**src/rtl/SB_WARMBOOT.sv**
```systemverilog
// Behavioural stand-in for the iCE40 SB_WARMBOOT cell so warmboot_ctrl elaborates
// outside the vendor flow; leave this file out where the technology library supplies the cell.
module SB_WARMBOOT (
    input logic BOOT,
    input logic S1,
    input logic S0
);

    logic unused_pins;
    assign unused_pins = ^{BOOT, S1, S0};

endmodule

```
**src/rtl/warmboot_ctrl.sv**
```systemverilog
// iCE40 warm-boot sequencer: accepts a boot request (image + delay), counts the
// delay down and raises BOOT with S1/S0 held stable; optional self-arm after reset.
module warmboot_ctrl #(
    parameter int unsigned NUM_IMAGES    = 4,
    parameter int unsigned DELAY_W       = 30,
    parameter bit          AUTO_BOOT     = 1'b0,
    parameter int unsigned DEFAULT_IMAGE = 0,
    parameter int unsigned DEFAULT_DELAY = 239_999_999,
    parameter bit          USE_PRIMITIVE = 1'b1
) (
    input  logic               clk,
    input  logic               rst,
    input  logic               req_valid,
    output logic               req_ready,
    input  logic [1:0]         req_image,
    input  logic [DELAY_W-1:0] req_delay,
    input  logic               cancel,
    output logic               req_err,
    output logic               busy,
    output logic               fired,
    output logic [DELAY_W-1:0] remaining,
    output logic               boot,
    output logic               s1,
    output logic               s0
);

    localparam logic [1:0]         DEF_IMAGE = 2'(DEFAULT_IMAGE);
    localparam logic [DELAY_W-1:0] DEF_DELAY = DELAY_W'(DEFAULT_DELAY);

    typedef enum logic [1:0] {
        IDLE,
        ARMED,
        FIRED
    } state_t;

    state_t             state_q, state_d;
    logic [1:0]         sel_q, sel_d;
    logic [DELAY_W-1:0] rem_q, rem_d;
    logic               boot_q, boot_d;
    logic               err_q, err_d;
    logic               auto_q, auto_d;
    logic               accept;
    logic               img_ok;

    always_ff @(posedge clk) begin
        if (rst) begin
            state_q <= IDLE;
            sel_q   <= '0;
            rem_q   <= '0;
            boot_q  <= 1'b0;
            err_q   <= 1'b0;
            auto_q  <= AUTO_BOOT;
        end else begin
            state_q <= state_d;
            sel_q   <= sel_d;
            rem_q   <= rem_d;
            boot_q  <= boot_d;
            err_q   <= err_d;
            auto_q  <= auto_d;
        end
    end

    always_comb begin
        req_ready = !rst && (state_q != FIRED) && !cancel;
        accept    = req_valid && req_ready;
        img_ok    = 32'(req_image) < NUM_IMAGES;

        state_d = state_q;
        sel_d   = sel_q;
        rem_d   = rem_q;
        err_d   = accept && !img_ok;
        auto_d  = auto_q && !accept && !cancel;

        case (state_q)
            IDLE: begin
                if (accept && img_ok) begin
                    state_d = ARMED;
                    sel_d   = req_image;
                    rem_d   = req_delay;
                end else if (AUTO_BOOT && auto_q && !accept && !cancel) begin
                    state_d = ARMED;
                    sel_d   = DEF_IMAGE;
                    rem_d   = DEF_DELAY;
                end
            end
            ARMED: begin
                // A rejected request leaves the running countdown untouched.
                if (accept && img_ok) begin
                    sel_d = req_image;
                    rem_d = req_delay;
                end else if (cancel) begin
                    state_d = IDLE;
                    sel_d   = '0;
                    rem_d   = '0;
                end else if (rem_q != '0) begin
                    rem_d = rem_q - DELAY_W'(1);
                end else begin
                    state_d = FIRED;
                end
            end
            FIRED: begin
                state_d = FIRED;
            end
            default: begin
                state_d = IDLE;
                sel_d   = '0;
                rem_d   = '0;
            end
        endcase

        // Registered so the primitive sees a glitch-free BOOT edge.
        boot_d = (state_d == FIRED);
    end

    assign req_err   = err_q;
    assign busy      = (state_q == ARMED);
    assign fired     = (state_q == FIRED);
    assign remaining = rem_q;
    assign boot      = boot_q;
    assign s1        = sel_q[1];
    assign s0        = sel_q[0];

    generate
        if (USE_PRIMITIVE) begin : g_prim
            SB_WARMBOOT u_warmboot (
                .BOOT (boot_q),
                .S1   (sel_q[1]),
                .S0   (sel_q[0])
            );
        end
    endgenerate

endmodule

```
**config.mk**
```make
export PLATFORM = sky130hd
export DESIGN_NAME = warmboot_ctrl
export DESIGN_NICKNAME = d
export VERILOG_FILES = /design/src/rtl/SB_WARMBOOT.sv /design/src/rtl/warmboot_ctrl.sv
export SDC_FILE = /design/constraint.sdc
export NUM_CORES = 1
export LEC_CHECK = 0
export ABC_AREA = 0
export CORE_MARGIN = 3
export CORE_UTILIZATION = 30
export DETAILED_ROUTE_END_ITERATION = 12
export RECOVER_POWER = 25
export SLEW_MARGIN = 20
export SYNTH_ARGS = -nofsm -noshare
export SYNTH_HDL_FRONTEND = slang
export SYNTH_SLANG_ARGS = --single-unit
```
**constraint.sdc**
```tcl
create_clock -name clk -period 3.9 [get_ports clk]
set_input_delay 0.39 -clock clk [delete_from_list [all_inputs] [get_ports clk]]
set_output_delay 0.39 -clock clk [all_outputs]
set_load 0.05 [all_outputs]
```
# Yosys cells after proc, flatten, opt, wreduce, memory -nomap -nowiden
# Cells that the tools add are included.
# Widths: inputs -> output; s select.
# op_classes
add_sub_neg	1
eq_ne	7
n_mux	14
bitwise_logic	1
reduce_logical	9
# ops
cell	n
$mux 30	4
$pmux 30 s3	1
$reduce_bool 30->1	1
$sub 30x1->30 const B	1
$mux 2	7
$pmux 2 s3	2
$reduce_and 3->1	2
$eq 2x2->1 const B	2
$ne 2x2->1 const B	2
$ne 4x2->1 const B	1
$logic_and 1x1->1	3
$ne 3x2->1 const B	1
$eq 2x1->1 const B	1
$logic_not 1->1	2
$logic_not 2->1	1
$not 1->1	1
# totals
ff_bits	35
input_bits	36
output_inout_bits	37
word_cells	36

# Logic depth before layout (Yosys ltp)
# logic_depth
depth_word	7
ltp_mapped	9
mapped_depth_nobuf	8

# Worst setup path before layout
# No wires, ideal clock.
# synth_path
path_type	register to register
startpoint	register rem_q[8], in the netlist remaining[8]
endpoint	register rem_q[12], in the netlist remaining[12]
setup_ps	139
arrival_time_ps	2325
path_slack_ps	1436
stages_incl_launch_ff	9
synth_period_minus_slack_ps	2464
cell_sequence	dfxtp_1 > or4_4 > nor4_4 > nand4_4 > and2_1 > buf_6 > buf_6 > nor2_1 > a211oi_2
# synth_via
elab_chain_cells	5
# synth_rtl
element	line_no	rtl
from (decl)	warmboot_ctrl.sv:38	logic [DELAY_W-1:0] rem_q, rem_d;
from (signal assigned)	warmboot_ctrl.sv:56	rem_q <= rem_d;
$sub 30x1->30	warmboot_ctrl.sv:96	rem_d = rem_q - DELAY_W'(1);
$mux 30	warmboot_ctrl.sv:95	end else if (rem_q != '0) begin
$mux 30	warmboot_ctrl.sv:91	end else if (cancel) begin
$mux 30	warmboot_ctrl.sv:88	if (accept && img_ok) begin
$pmux 30 s3	warmboot_ctrl.sv:74	case (state_q)
# Several ways; a longest one is shown, not always the timed one. The select of a mux whose other input is x is not followed.
# A chain may end at the register's enable or synchronous reset.

# Worst setup path in the final report
# layout_path
startpoint	register rem_q[4], in the netlist remaining[4]
endpoint	register rem_q[26], in the netlist remaining[26]
# The elaborated chain is that of the path after synthesis.

==> reports/metrics.cfg <==
[clock_network]
cts_tree = yes
clockBufferDepth = 2
cts_buffers = 5
clkLatencyLatePin_ps = 290
cts_setup_buffers = 0
cts-htree-levels = 2
clkTransAtPathRegs_ps = 70
cts_root_buf = clkbuf_8
cts.hold.buffers_added = 0
cts-resized-gates = 0
cts.sinks = 35

[critical_path]
critical_path_class = reg -> reg
reg2reg_slack_ps = 1080
path_cells = or4_1 -> nor4_4 -> nand4_4 -> nand2_1 -> buf_4 -> a21oi_1 -> a311oi_1
crit_path_end_kind = register
required_ps = 4100
arrival_ps = 3020
crit_family = simple AND/OR/NAND/NOR gates
crit_path_start_kind = register
reg2regPathDepth = 7
cp_max_fo = 11
path_buf_inv = 1
cpMaxStageDelayCell = or4_1
path_depth = 7
crit_path_max_incr_delay_ps = 750

[route]
wl_microns = 7350
wl_per_cell_microns = 16.4
drc = 0
ant_nets = 0
dr_total_vias = 2404
vias_per_cell = 5.38
drtIter0Drc = 143
dr.pass1.iters = 4

[grt]
grt_overflow = 0
grt_pass1_wl_microns = 12100
grt-busiest-layer = met2
grtUsageTotal_pct = 17.8
use_met2_pct = 28.8
grtUsageMet1_pct = 24.0
grt_use_met3_pct = 3.15
antenna_found_initial = 0
grt_max_degree = 32
first_global_vias = 2392

[cells_and_area]
layout-drive-gt1-share_pct = 7.12
n_antenna_cell = 0
area_delta_synth_final_pct = 39.6
fin_util_pct = 44.2
nNetsFinal = 388
multi_input_comb_area_sq_um = 1360
regArea_sq_um = 701
fillCellCount = 706
instances_no_fill = 447

[placement]
dp.cells = 439
gp_congestion = 0.875
port_buffers = 71
dp_hpwl_microns = 5300

[power_and_ir_drop]
internal-power_uw = 698
pwr-share-comb_pct = 36.9
switching_share_pct = 38.1
ir_drop_v = 0.000186
p_leak_uw = 0.00117
p_seq_share_pct = 36.9
pwr_density_cell_nw_per_um2 = 367
p_clk_share_pct = 26.2
p_sw_uw = 429

[logic_synthesis]
synth_xor_area_share_pct = 3.98
synthMuxAreaShare_pct = 0
postSynth.asyncResetShare_pct = 0
synth_area_leaders = dfxtp_1 32%, nand2_1 6.3%, nor2_1 6.3%, a21oi_1 5.0%, a32o_1 3.6%
synth_top_area_share_pct = 31.9
yosysSeqAreaShare_pct = 31.9
syn_inst = 285
syn_area_sq_um = 2200
synth_top_family_by_area = simple AND/OR/NAND/NOR gates
synth_top_area_cell = dfxtp_1
yosys.area_share.simple_pct = 29.3
yosys_warnings = 0
synth_fa_ha_area_share_pct = 1.14
synth_compound_area_share_pct = 27.1
avgSynthCellArea_sq_um = 7.71
synth_cell_types = 46
syn_nets = 323
ys.flop_type = dfxtp_1
synth_edf_count = 0
yosys_register_bits = 35
synth_commonest_cells = 37 x nand2_1, 37 x nor2_1, 35 x dfxtp_1

[die]
coreArea_sq_um = 6940
dieArea_sq_um = 8390
die_h_microns = 91.6
pin_count = 73
num_rows = 30
dieWidth_microns = 91.6
start_util_pct = 31.7

[run]
maxCapViolations = 0

[timing]
rsz0062_at_grt = no
finalSetupViolCount = 0
fin_setup_tns_ps = 0
relSlewSlack_pct = 51.2
fmax_ghz = 0.355
hold_viol_final = 0
final_max_slew_viol_count = 0
min_period_ps = 2820
hold_slack_ps = 452
worst_pin_slew_ps = 730
fin_crit_sh_pct = 72.2
fin_skew_ps = 6.83

[run_status]
status = finished, final reports clean

[hold_path]
whs_path_depth = 2
hp-class = reg -> reg

-- final timing paths --
| path | startpoint | endpoint |
|---|---|---|
| hold reg to reg | sel_q[1]$_SDFFE_PP0P_ | sel_q[1]$_SDFFE_PP0P_ |
| setup / recovery | remaining[4]$_SDFFE_PP0P_ | remaining[26]$_SDFFE_PP0P_ |
| hold / removal | sel_q[1]$_SDFFE_PP0P_ | sel_q[1]$_SDFFE_PP0P_ |
| setup reg to reg | remaining[4]$_SDFFE_PP0P_ | remaining[26]$_SDFFE_PP0P_ |
-- area by class of cell --
cell class | instances | share of cell area, %
inverter | 8 | 0.979
multi-input combinational | 223 | 44.4
tap | 96 | 3.92
timing repair buffer | 77 | 24.6
clock buffer | 8 | 3.26
sequential | 35 | 22.8
-- flip-flops by register name (all words and copies together), names as in the netlist --
register / count
sel_q: 2
boot: 1
state_q: 2
remaining: 30
-- layout by cell type, fill, tap and decap left out, types with 8 or more instances in the layout --
cell type	synthesis	layout
nor3_1	13	13
nand2_1	37	37
a21oi_1	22	21
o21ai_0	13	13
inv_1	8	8
a32o_1	8	8
nand3_1	8	8
dlygate4sd3_1	0	17
dfxtp_1	35	35
nor2_1	37	37
clkdlybuf4s50_1	0	54
-- logic make-up after synthesis --
kind of cell | Yosys count
xor+xnor | 10
buf+inv | 27
fa+ha+maj | 2
other cells | 1
simple gates | 127
flops | 35
compound gates | 83
-- worst reg2reg max path: cells and delay by family, from the launching register on --
family          cells  cell delay (ps)
simple gates        4             1780
flops               1              370
compound gates      2              330
buf+inv             1              260
-- power groups by stage --
stage / sequential [uW] / combinational (uW) / clock (uW)
global route: 420 / 451 / 316
detailed placement: 423 / 417 / 0
finish: 415 / 416 / 295
floorplan: 494 / 212 / 0
CTS: 415 / 419 / 300
global placement: 422 / 415 / 0
-- per-stage QoR --
step           setup WS (ps)  total power (uW)  cell area, sq um
4_1_cts                 1090              1130              3070
3_3_place_gp            1090               837              2970
5_1_grt                  852              1190              3070
3_5_place_dp             995               840              2970
2_1_floorplan           1440               705              2200
6_report                1080              1130              3070
-- routing by layer --
| layer | share of wire, % | up-vias |
|---|---|---|
| met4 | 1.7 | 0 |
| met3 | 5.8 | 11 |
| met5 | 0 | - |
| met2 | 46 | 76 |
| met1 | 47 | 1134 |
| li1 | - | 1183 |
(Power assumes the default switching activity.)
